===== config.mk =====
export PLATFORM = sky130hd
export DESIGN_NAME = poly_square_voice_mixer_flat
export DESIGN_NICKNAME = d
export VERILOG_FILES = /design/src/rtl/poly_square_voice_mixer_pkg.sv /design/src/rtl/poly_square_voice_mixer_if.sv /design/src/rtl/poly_square_voice_mixer_voice.sv /design/src/rtl/poly_square_voice_mixer.sv /design/src/flat_wrapper.sv
export SDC_FILE = /design/constraint.sdc
export NUM_CORES = 2
export LEC_CHECK = 0
export ABC_AREA = 1
export CAP_MARGIN = 20
export CORE_UTILIZATION = 25
export CTS_CLUSTER_DIAMETER = 60
export DETAILED_ROUTE_END_ITERATION = 10
export PLACE_DENSITY = 0.51
export SYNTH_ARGS = -nofsm -noshare
export SYNTH_HDL_FRONTEND = slang
export SYNTH_SLANG_ARGS = --single-unit

===== constraint.sdc =====
create_clock -name clk -period 9 [get_ports clk]
set_input_delay 1.8 -clock clk [delete_from_list [all_inputs] [get_ports clk]]
set_output_delay 1.8 -clock clk [all_outputs]
set_load 0.05 [all_outputs]

===== src/rtl/poly_square_voice_mixer_pkg.sv =====
// rtl/poly_square_voice_mixer_pkg.sv - shared types and constants for the square-wave voice mixer
package poly_square_voice_mixer_pkg;

    // Envelope states of one voice
    typedef enum logic [1:0] {
        ENV_IDLE    = 2'd0,
        ENV_ATTACK  = 2'd1,
        ENV_SUSTAIN = 2'd2,
        ENV_RELEASE = 2'd3
    } env_state_t;

    // Default geometry of the mixer
    localparam int DEF_NUM_VOICES   = 24;
    localparam int DEF_PERIOD_W     = 17;
    localparam int DEF_AMP_W        = 8;
    localparam int DEF_ENV_TICK_DIV = 50000;
    localparam int DEF_OUT_W        = 32;
    localparam int DEF_OUT_SHIFT    = 16;

    // Half-period counts (clk cycles per half wave) for C4..B5 at a 50 MHz clock
    localparam int unsigned NOTE_C4 = 95556;
    localparam int unsigned NOTE_D4 = 85131;
    localparam int unsigned NOTE_E4 = 75843;
    localparam int unsigned NOTE_F4 = 71586;
    localparam int unsigned NOTE_G4 = 63776;
    localparam int unsigned NOTE_A4 = 56818;
    localparam int unsigned NOTE_B4 = 50619;
    localparam int unsigned NOTE_C5 = 47778;
    localparam int unsigned NOTE_D5 = 42566;
    localparam int unsigned NOTE_E5 = 37921;
    localparam int unsigned NOTE_F5 = 35793;
    localparam int unsigned NOTE_G5 = 31888;
    localparam int unsigned NOTE_A5 = 28409;
    localparam int unsigned NOTE_B5 = 25310;

endpackage


===== src/rtl/poly_square_voice_mixer_if.sv =====
// rtl/poly_square_voice_mixer_if.sv - control and sample bus of the square-wave voice mixer
interface poly_square_voice_mixer_if #(
    parameter int NUM_VOICES = 24,
    parameter int PERIOD_W   = 17,
    parameter int AMP_W      = 8,
    parameter int OUT_W      = 32
);
    localparam int CNT_W = $clog2(NUM_VOICES + 1);

    logic [NUM_VOICES-1:0]          gate;
    logic [NUM_VOICES*PERIOD_W-1:0] half_period;
    logic [AMP_W-1:0]               attack_step;
    logic [AMP_W-1:0]               release_step;
    logic signed [OUT_W-1:0]        out_sample;
    logic [CNT_W-1:0]               active_voices;

    // Key/playback decode side
    modport master (
        output gate, half_period, attack_step, release_step,
        input  out_sample, active_voices
    );

    // Synthesiser side
    modport slave (
        input  gate, half_period, attack_step, release_step,
        output out_sample, active_voices
    );

endinterface


===== src/rtl/poly_square_voice_mixer_voice.sv =====
// rtl/poly_square_voice_mixer_voice.sv - one square-wave tone channel with attack/release envelope
module poly_square_voice_mixer_voice
    import poly_square_voice_mixer_pkg::*;
#(
    parameter int PERIOD_W = 17,
    parameter int AMP_W    = 8
) (
    input  logic                    clk,
    input  logic                    resetn,
    input  logic                    i_gate,
    input  logic [PERIOD_W-1:0]     i_half_period,
    input  logic [AMP_W-1:0]        i_attack_step,
    input  logic [AMP_W-1:0]        i_release_step,
    input  logic                    i_env_tick,
    output logic signed [AMP_W:0]   o_contrib,
    output logic                    o_active
);

    localparam logic [AMP_W-1:0] AMP_MAX = '1;

    logic                  r_gate_q;
    logic [PERIOD_W-1:0]   r_cnt;
    logic                  r_lvl;
    env_state_t            r_state;
    logic [AMP_W-1:0]      r_amp;

    logic                  w_rise;
    logic                  w_mute;
    logic [AMP_W:0]        w_amp_up;
    logic signed [AMP_W:0] w_mag;

    assign w_rise   = i_gate & ~r_gate_q;
    assign w_mute   = (i_half_period == '0);
    // One extra bit so the attack sum can be clamped instead of wrapping
    assign w_amp_up = {1'b0, r_amp} + {1'b0, i_attack_step};
    assign w_mag    = signed'({1'b0, r_amp});
    assign o_active = (r_state != ENV_IDLE);

    // Gate history for key-down edge detection
    always_ff @(posedge clk or negedge resetn) begin
        if (!resetn) begin
            r_gate_q <= 1'b0;
        end else begin
            r_gate_q <= i_gate;
        end
    end

    // Phase counter: restart on key-down, park while muted, flip level at end of each half period
    always_ff @(posedge clk or negedge resetn) begin
        if (!resetn) begin
            r_cnt <= '0;
            r_lvl <= 1'b1;
        end else if (w_rise || w_mute) begin
            r_cnt <= '0;
            r_lvl <= 1'b1;
        end else if (r_cnt >= i_half_period) begin
            // >= so a period shortened below the running count ends the half wave at once
            r_cnt <= '0;
            r_lvl <= ~r_lvl;
        end else begin
            r_cnt <= r_cnt + PERIOD_W'(1);
        end
    end

    // Envelope: key-down starts attack, key-up always wins over a pending amplitude step
    always_ff @(posedge clk or negedge resetn) begin
        if (!resetn) begin
            r_state <= ENV_IDLE;
            r_amp   <= '0;
        end else begin
            case (r_state)
                ENV_IDLE: begin
                    r_amp <= '0;
                    if (w_rise) begin
                        r_state <= ENV_ATTACK;
                    end
                end
                ENV_ATTACK: begin
                    if (!i_gate) begin
                        r_state <= ENV_RELEASE;
                    end else if (!w_rise) begin
                        if ((i_attack_step == '0) ||
                            (i_env_tick && (w_amp_up >= {1'b0, AMP_MAX}))) begin
                            r_amp   <= AMP_MAX;
                            r_state <= ENV_SUSTAIN;
                        end else if (i_env_tick) begin
                            r_amp <= w_amp_up[AMP_W-1:0];
                        end
                    end
                end
                ENV_SUSTAIN: begin
                    r_amp <= AMP_MAX;
                    if (!i_gate) begin
                        r_state <= ENV_RELEASE;
                    end
                end
                ENV_RELEASE: begin
                    if (w_rise) begin
                        // Retrigger keeps the current amplitude to avoid a click
                        r_state <= ENV_ATTACK;
                    end else if ((i_release_step == '0) || (r_amp == '0) ||
                                 (i_env_tick && (r_amp <= i_release_step))) begin
                        r_amp   <= '0;
                        r_state <= ENV_IDLE;
                    end else if (i_env_tick) begin
                        r_amp <= r_amp - i_release_step;
                    end
                end
                default: begin
                    r_state <= ENV_IDLE;
                    r_amp   <= '0;
                end
            endcase
        end
    end

    // Signed contribution: +amp on the high half wave, -amp on the low one, silent when muted
    always_comb begin
        o_contrib = '0;
        if (!w_mute) begin
            o_contrib = r_lvl ? w_mag : -w_mag;
        end
    end

endmodule


===== src/rtl/poly_square_voice_mixer.sv =====
// rtl/poly_square_voice_mixer.sv - polyphonic square-wave synthesiser with saturated mix output
module poly_square_voice_mixer
    import poly_square_voice_mixer_pkg::*;
#(
    parameter int NUM_VOICES   = DEF_NUM_VOICES,
    parameter int PERIOD_W     = DEF_PERIOD_W,
    parameter int AMP_W        = DEF_AMP_W,
    parameter int ENV_TICK_DIV = DEF_ENV_TICK_DIV,
    parameter int OUT_W        = DEF_OUT_W,
    parameter int OUT_SHIFT    = DEF_OUT_SHIFT
) (
    input  logic                     clk,
    input  logic                     resetn,
    poly_square_voice_mixer_if.slave bus
);

    localparam int CNT_W   = $clog2(NUM_VOICES + 1);
    localparam int SUM_W   = AMP_W + 1 + $clog2(NUM_VOICES);
    localparam int SHIFT_W = SUM_W + OUT_SHIFT;
    // One guard bit above whichever is wider, so the shifted sum never overflows before clamping
    localparam int WIDE_W  = ((SHIFT_W > OUT_W) ? SHIFT_W : OUT_W) + 1;
    localparam int PRE_W   = $clog2(ENV_TICK_DIV + 1);

    localparam logic signed [WIDE_W-1:0] SAT_MAX =
        {{(WIDE_W-OUT_W+1){1'b0}}, {(OUT_W-1){1'b1}}};
    localparam logic signed [WIDE_W-1:0] SAT_MIN =
        {{(WIDE_W-OUT_W+1){1'b1}}, {(OUT_W-1){1'b0}}};

    logic [PRE_W-1:0]           r_presc;
    logic signed [OUT_W-1:0]    r_out_sample;
    logic [CNT_W-1:0]           r_active_voices;

    logic                       w_env_tick;
    logic signed [AMP_W:0]      w_contrib [NUM_VOICES];
    logic [NUM_VOICES-1:0]      w_active;
    logic signed [SUM_W-1:0]    w_sum;
    logic signed [WIDE_W-1:0]   w_scaled;
    logic signed [OUT_W-1:0]    w_sat;
    logic [CNT_W-1:0]           w_count;

    assign w_env_tick = (r_presc == PRE_W'(ENV_TICK_DIV - 1));

    // Free-running envelope prescaler shared by all voices
    always_ff @(posedge clk or negedge resetn) begin
        if (!resetn) begin
            r_presc <= '0;
        end else if (w_env_tick) begin
            r_presc <= '0;
        end else begin
            r_presc <= r_presc + PRE_W'(1);
        end
    end

    for (genvar g = 0; g < NUM_VOICES; g++) begin : g_voice
        poly_square_voice_mixer_voice #(
            .PERIOD_W (PERIOD_W),
            .AMP_W    (AMP_W)
        ) u_voice (
            .clk            (clk),
            .resetn         (resetn),
            .i_gate         (bus.gate[g]),
            .i_half_period  (bus.half_period[g*PERIOD_W +: PERIOD_W]),
            .i_attack_step  (bus.attack_step),
            .i_release_step (bus.release_step),
            .i_env_tick     (w_env_tick),
            .o_contrib      (w_contrib[g]),
            .o_active       (w_active[g])
        );
    end

    // Sign-extended sum of all voice contributions
    always_comb begin
        w_sum = '0;
        for (int i = 0; i < NUM_VOICES; i++) begin
            w_sum = w_sum + SUM_W'(w_contrib[i]);
        end
    end

    assign w_scaled = WIDE_W'(w_sum) <<< OUT_SHIFT;

    // Clamp the scaled mix into the signed output range
    always_comb begin
        w_sat = w_scaled[OUT_W-1:0];
        if (w_scaled > SAT_MAX) begin
            w_sat = SAT_MAX[OUT_W-1:0];
        end else if (w_scaled < SAT_MIN) begin
            w_sat = SAT_MIN[OUT_W-1:0];
        end
    end

    // Number of voices currently sounding or releasing
    always_comb begin
        w_count = '0;
        for (int i = 0; i < NUM_VOICES; i++) begin
            w_count = w_count + CNT_W'(w_active[i]);
        end
    end

    // Output registers; asynchronous reset silences the sample path immediately
    always_ff @(posedge clk or negedge resetn) begin
        if (!resetn) begin
            r_out_sample    <= '0;
            r_active_voices <= '0;
        end else begin
            r_out_sample    <= w_sat;
            r_active_voices <= w_count;
        end
    end

    assign bus.out_sample    = r_out_sample;
    assign bus.active_voices = r_active_voices;

endmodule

===== src/flat_wrapper.sv =====
// flat-port wrapper written by rule: the top's interface ports become plain ports
module poly_square_voice_mixer_flat import poly_square_voice_mixer_pkg::*;
#(
    parameter int NUM_VOICES   = DEF_NUM_VOICES,
    parameter int PERIOD_W     = DEF_PERIOD_W,
    parameter int AMP_W        = DEF_AMP_W,
    parameter int ENV_TICK_DIV = DEF_ENV_TICK_DIV,
    parameter int OUT_W        = DEF_OUT_W,
    parameter int OUT_SHIFT    = DEF_OUT_SHIFT
)
  (clk, resetn, bus_gate, bus_half_period, bus_attack_step, bus_release_step, bus_out_sample, bus_active_voices);
  poly_square_voice_mixer_if #(.NUM_VOICES(NUM_VOICES), .PERIOD_W(PERIOD_W), .AMP_W(AMP_W), .OUT_W(OUT_W)) bus_i ();
  input  logic clk;
  input  logic resetn;
  input wire logic [$bits(bus_i.gate)-1:0] bus_gate;
  input wire logic [$bits(bus_i.half_period)-1:0] bus_half_period;
  input wire logic [$bits(bus_i.attack_step)-1:0] bus_attack_step;
  input wire logic [$bits(bus_i.release_step)-1:0] bus_release_step;
  output wire logic [$bits(bus_i.out_sample)-1:0] bus_out_sample;
  output wire logic [$bits(bus_i.active_voices)-1:0] bus_active_voices;
  assign bus_i.gate = bus_gate;
  assign bus_i.half_period = bus_half_period;
  assign bus_i.attack_step = bus_attack_step;
  assign bus_i.release_step = bus_release_step;
  assign bus_out_sample = bus_i.out_sample;
  assign bus_active_voices = bus_i.active_voices;
  poly_square_voice_mixer #(.NUM_VOICES(NUM_VOICES), .PERIOD_W(PERIOD_W), .AMP_W(AMP_W), .ENV_TICK_DIV(ENV_TICK_DIV), .OUT_W(OUT_W), .OUT_SHIFT(OUT_SHIFT)) u_core (.clk(clk), .resetn(resetn), .bus(bus_i));
endmodule

==> summary.md <==
| Metric | Value |
|---|---|
| Crit path buf inv count | `7` |
| Pin count of the biggest net entering global routing | `125` |
| YS warnings | `0` |
| Post-Syn Area | `79500 um^2` |
| WS Path Type | `input pin to flop` |
| Nets@finish | `13900` |
| Die area | `320000 um^2` |
| Crit share post-route | `95.2%` |
| Levels on crit path | `31` |
| Setup crit start kind | `input pin` |
| Std cell rows | `206` |
| Initial core utilization | `25.2%` |
| Worst Setup End Kind | `flop` |
| Initial antenna violation count | `29` |
| DRT Pass-1 Iters | `7` |
| CP top delay family | `adder cells` |
| Starting DRC count in detailed routing | `4361` |
| Vias per cell | `4.53` |
| Placed Instance Area | `90500 um^2` |
| Netlist cell types | `56` |
| Fin cells | `16500` |
| Post-synthesis sequential area ratio | `23.0%` |
| Max Root-Sink Buffers | `4` |
| Die height | `566 um` |
| First-pass GRT wire length | `417000 um` |
| Synthesized flop and latch total | `731` |
| Remaining DRCs | `0` |
| Most common library cells after synthesis | `nand2_1 (2925), inv_1 (1964), nor2_1 (1052)` |
| Clock-pin slew on the worst setup and hold paths | `0.05 ns` |
| CP peak stage delay | `0.54 ns` |
| Fin area | `95700 um^2` |
| Gate Count Post-Synth | `11500` |
| R2R depth | `32` |
| Status | `finished, final reports clean` |
| Max Cap Viol | `0` |
| Area growth syn-to-layout | `20.4%` |
| Setup-failing EPs final | `0` |
| Fin. max-slew vios | `0` |
| Via count | `74600` |
| Final min period | `8.57 ns` |
| Hold Path Cell Cnt | `1` |
| WL/cell | `16.3 um` |
| Post-DP HPWL | `209000 um` |
| Die width | `566 um` |
| Post-synthesis async set-or-reset flop share | `100%` |
| Slowest-stage cell, CP | `fa_1` |
| Drt total wl | `268000 um` |
| CTS tree | `yes` |
| Number of global-route vias before repair | `72200` |
| Total GRT Usage | `16.5%` |
| Fmax | `0.117 GHz` |
| Layout cells sized above 1 | `5.38%` |
| Clk_lat worst skew | `0.85 ns` |
| IO Pins | `487` |
| Worst-path fanout max | `5` |
| Final Hold Fails | `0` |
| Dpl cells | `16200` |
| Area leader, netlist | `dfrtp_1` |
| Worst endpoint required time | `9.77 ns` |
| Hold Path Class | `flop to flop` |
| Port bufs | `470` |
| Clock sinks | `731` |
| Htree depth | `4` |
| Cell with the most instances after synthesis | `nand2_1` |
| Area contributors post-synth | `dfrtp_1 (22%), ha_1 (15%), nand2_1 (14%), inv_1 (9.3%), fa_1 (6.7%)` |
| Root Driver | `clkbuf_16` |
| Worst rel slew slack | `26.9%` |
| CORE AREA | `316000 um^2` |
| Synth Flop Type | `dfrtp_1` |
| CTS Hold Bufs | `0` |
| Worst-Margin Slew | `1.09 ns` |
| Average footprint of a synthesized cell | `6.94 um^2` |
| RSZ-0062 raised after global routing | `false` |
| Routed Antenna Nets | `0` |
| CTS Buf Count | `149` |
| Gr ovfl total | `0` |
| Worst EP arrival | `9.34 ns` |
| Hold Slack | `0.471 ns` |
| Most used cell, CP | `fa_1` |
| RePlAce Congestion | `0.909` |
| Post-synth EDFFs | `0` |
| Final Skew | `0.0430 ns` |
| Yosys top cell area share | `22.2%` |
[cells in the final DEF (no fill, tap or decap), types with 14 or more instances in the layout]
cell type	Yosys	final
buf_4	20	183
nand3b_1	106	106
clkinv_2	0	14
xor2_1	230	230
nor2_1	1052	1052
nand4_1	294	294
and3_1	37	35
o211ai_4	16	16
clkbuf_16	0	151
nand2_2	20	22
clkinvlp_4	0	19
and2_1	15	15
nor3b_1	74	74
nor4_1	83	81
dfrtp_1	707	707
o21ai_1	18	22
xnor2_1	140	140
nor2_4	24	24
bufinv_16	0	18
o31ai_1	29	29
nand3_1	859	859
o211ai_1	37	37
inv_6	0	26
ha_1	978	978
o21ai_0	364	359
a211oi_1	24	24
nor3_1	243	242
a21oi_1	555	552
inv_1	1964	1956
fa_1	266	266
nand2_1	2925	2923
a21o_1	25	25
o21bai_1	89	89
clkdlybuf4s50_1	0	460
dfstp_2	24	24
a31oi_1	15	15
conb_1	1	16
or2_2	67	67
[area by class of cell]
class / count / area, um^2
Fill cell: 34300 / 220000
Tap cell: 4160 / 5200
Timing Repair Buffer: 659 / 6190
Inverter: 1980 / 7440
Clock buffer: 176 / 4000
Antenna cell: 10 / 25.0
Clock inverter: 94 / 1160
Sequential cell: 731 / 18300
Multi-Input combinational cell: 8657 / 53400
[cells by family (layout without fill, tap and decap cells)]
| logic type | count (synthesis) | count (layout) | share of synthesized area, % |
|---|---|---|---|
| AO/OA/AOI/OAI | 1200 | 1200 | 8.68 |
| XOR/XNOR | 370 | 370 | 4.07 |
| adder cells (fa/ha/maj) | 1244 | 1244 | 22.1 |
| buffers and inverters | 2084 | 2909 | 9.96 |
| flip-flops | 731 | 731 | 23.0 |
| other | 1 | 26 | 0.00471 |
| AND/OR/NAND/NOR | 5827 | 5827 | 32.2 |
[metal layers]
layer / share of wire, % / wire, um / vias up / GRT usage [%]
met5: 0.026 / 71 / - / 0
li1: - / - / 38600 / -
met4: 2.8 / 7560 / 12 / 4.41
met1: 47 / 125000 / 34100 / 22.1
met2: 45 / 121000 / 1534 / 27.3
met3: 5.1 / 13800 / 355 / 2.47
[through the flow]
stage,setup slack (ns),utilization (%),setup TNS (ns)
global route,0.0115,30.3,0
CTS,0.0237,30.3,0
finish,0.432,30.3,0
global placement,-0.796,28.7,-4.57
floorplan,0.336,-,0
detailed placement,-0.895,28.7,-5.38
[registers in the layout, summed over array words and instances (netlist names)]
register,flops
u_core.g_voice.u_voice.r_cnt,408
u_core.g_voice.u_voice.r_amp,192
u_core.g_voice.u_voice.r_state,48
u_core.g_voice.u_voice.r_gate_q,24
u_core.g_voice.u_voice.r_lvl,24
u_core.r_presc,16
u_core.bus.out_sample,14
u_core.bus.active_voices,5
[repair_timing]
item | CTS | global route
setup buffers | 0 | 2
setup endpoints to repair | 0 | 6
gates resized for setup | 0 | 15
[final timing paths]
check	startpoint	to	slack, ns
setup / recovery	bus_half_period[6]	u_core.bus.out_sample[28]	0.43
hold / removal	u_core.r_presc[0]	u_core.r_presc[0]	0.47
setup reg to reg	u_core.g_voice[2].u_voice.r_lvl	u_core.bus.out_sample[30]	1.17
hold reg to reg	u_core.r_presc[0]	u_core.r_presc[0]	0.47
max in group asynchronous	resetn	u_core.g_voice[1].u_voice.r_cnt[16]	6.35
min in group asynchronous	resetn	u_core.g_voice[9].u_voice.r_cnt[7]	0.92
[worst reg2reg max path, delay by kind of cell (launching register included)]
family	cells	cell delay (ns)
DFF	1	0.58
xor gates and xnor gates	3	0.45
and+or+nand+nor	5	0.66
AOI/OAI and AO/OA	10	1.44
adders and majority gates	9	4.21
buffers and inverters	5	0.43
Power is not shown: default switching activity piles up to over one toggle a cycle in this logic, so the estimate is an artifact.
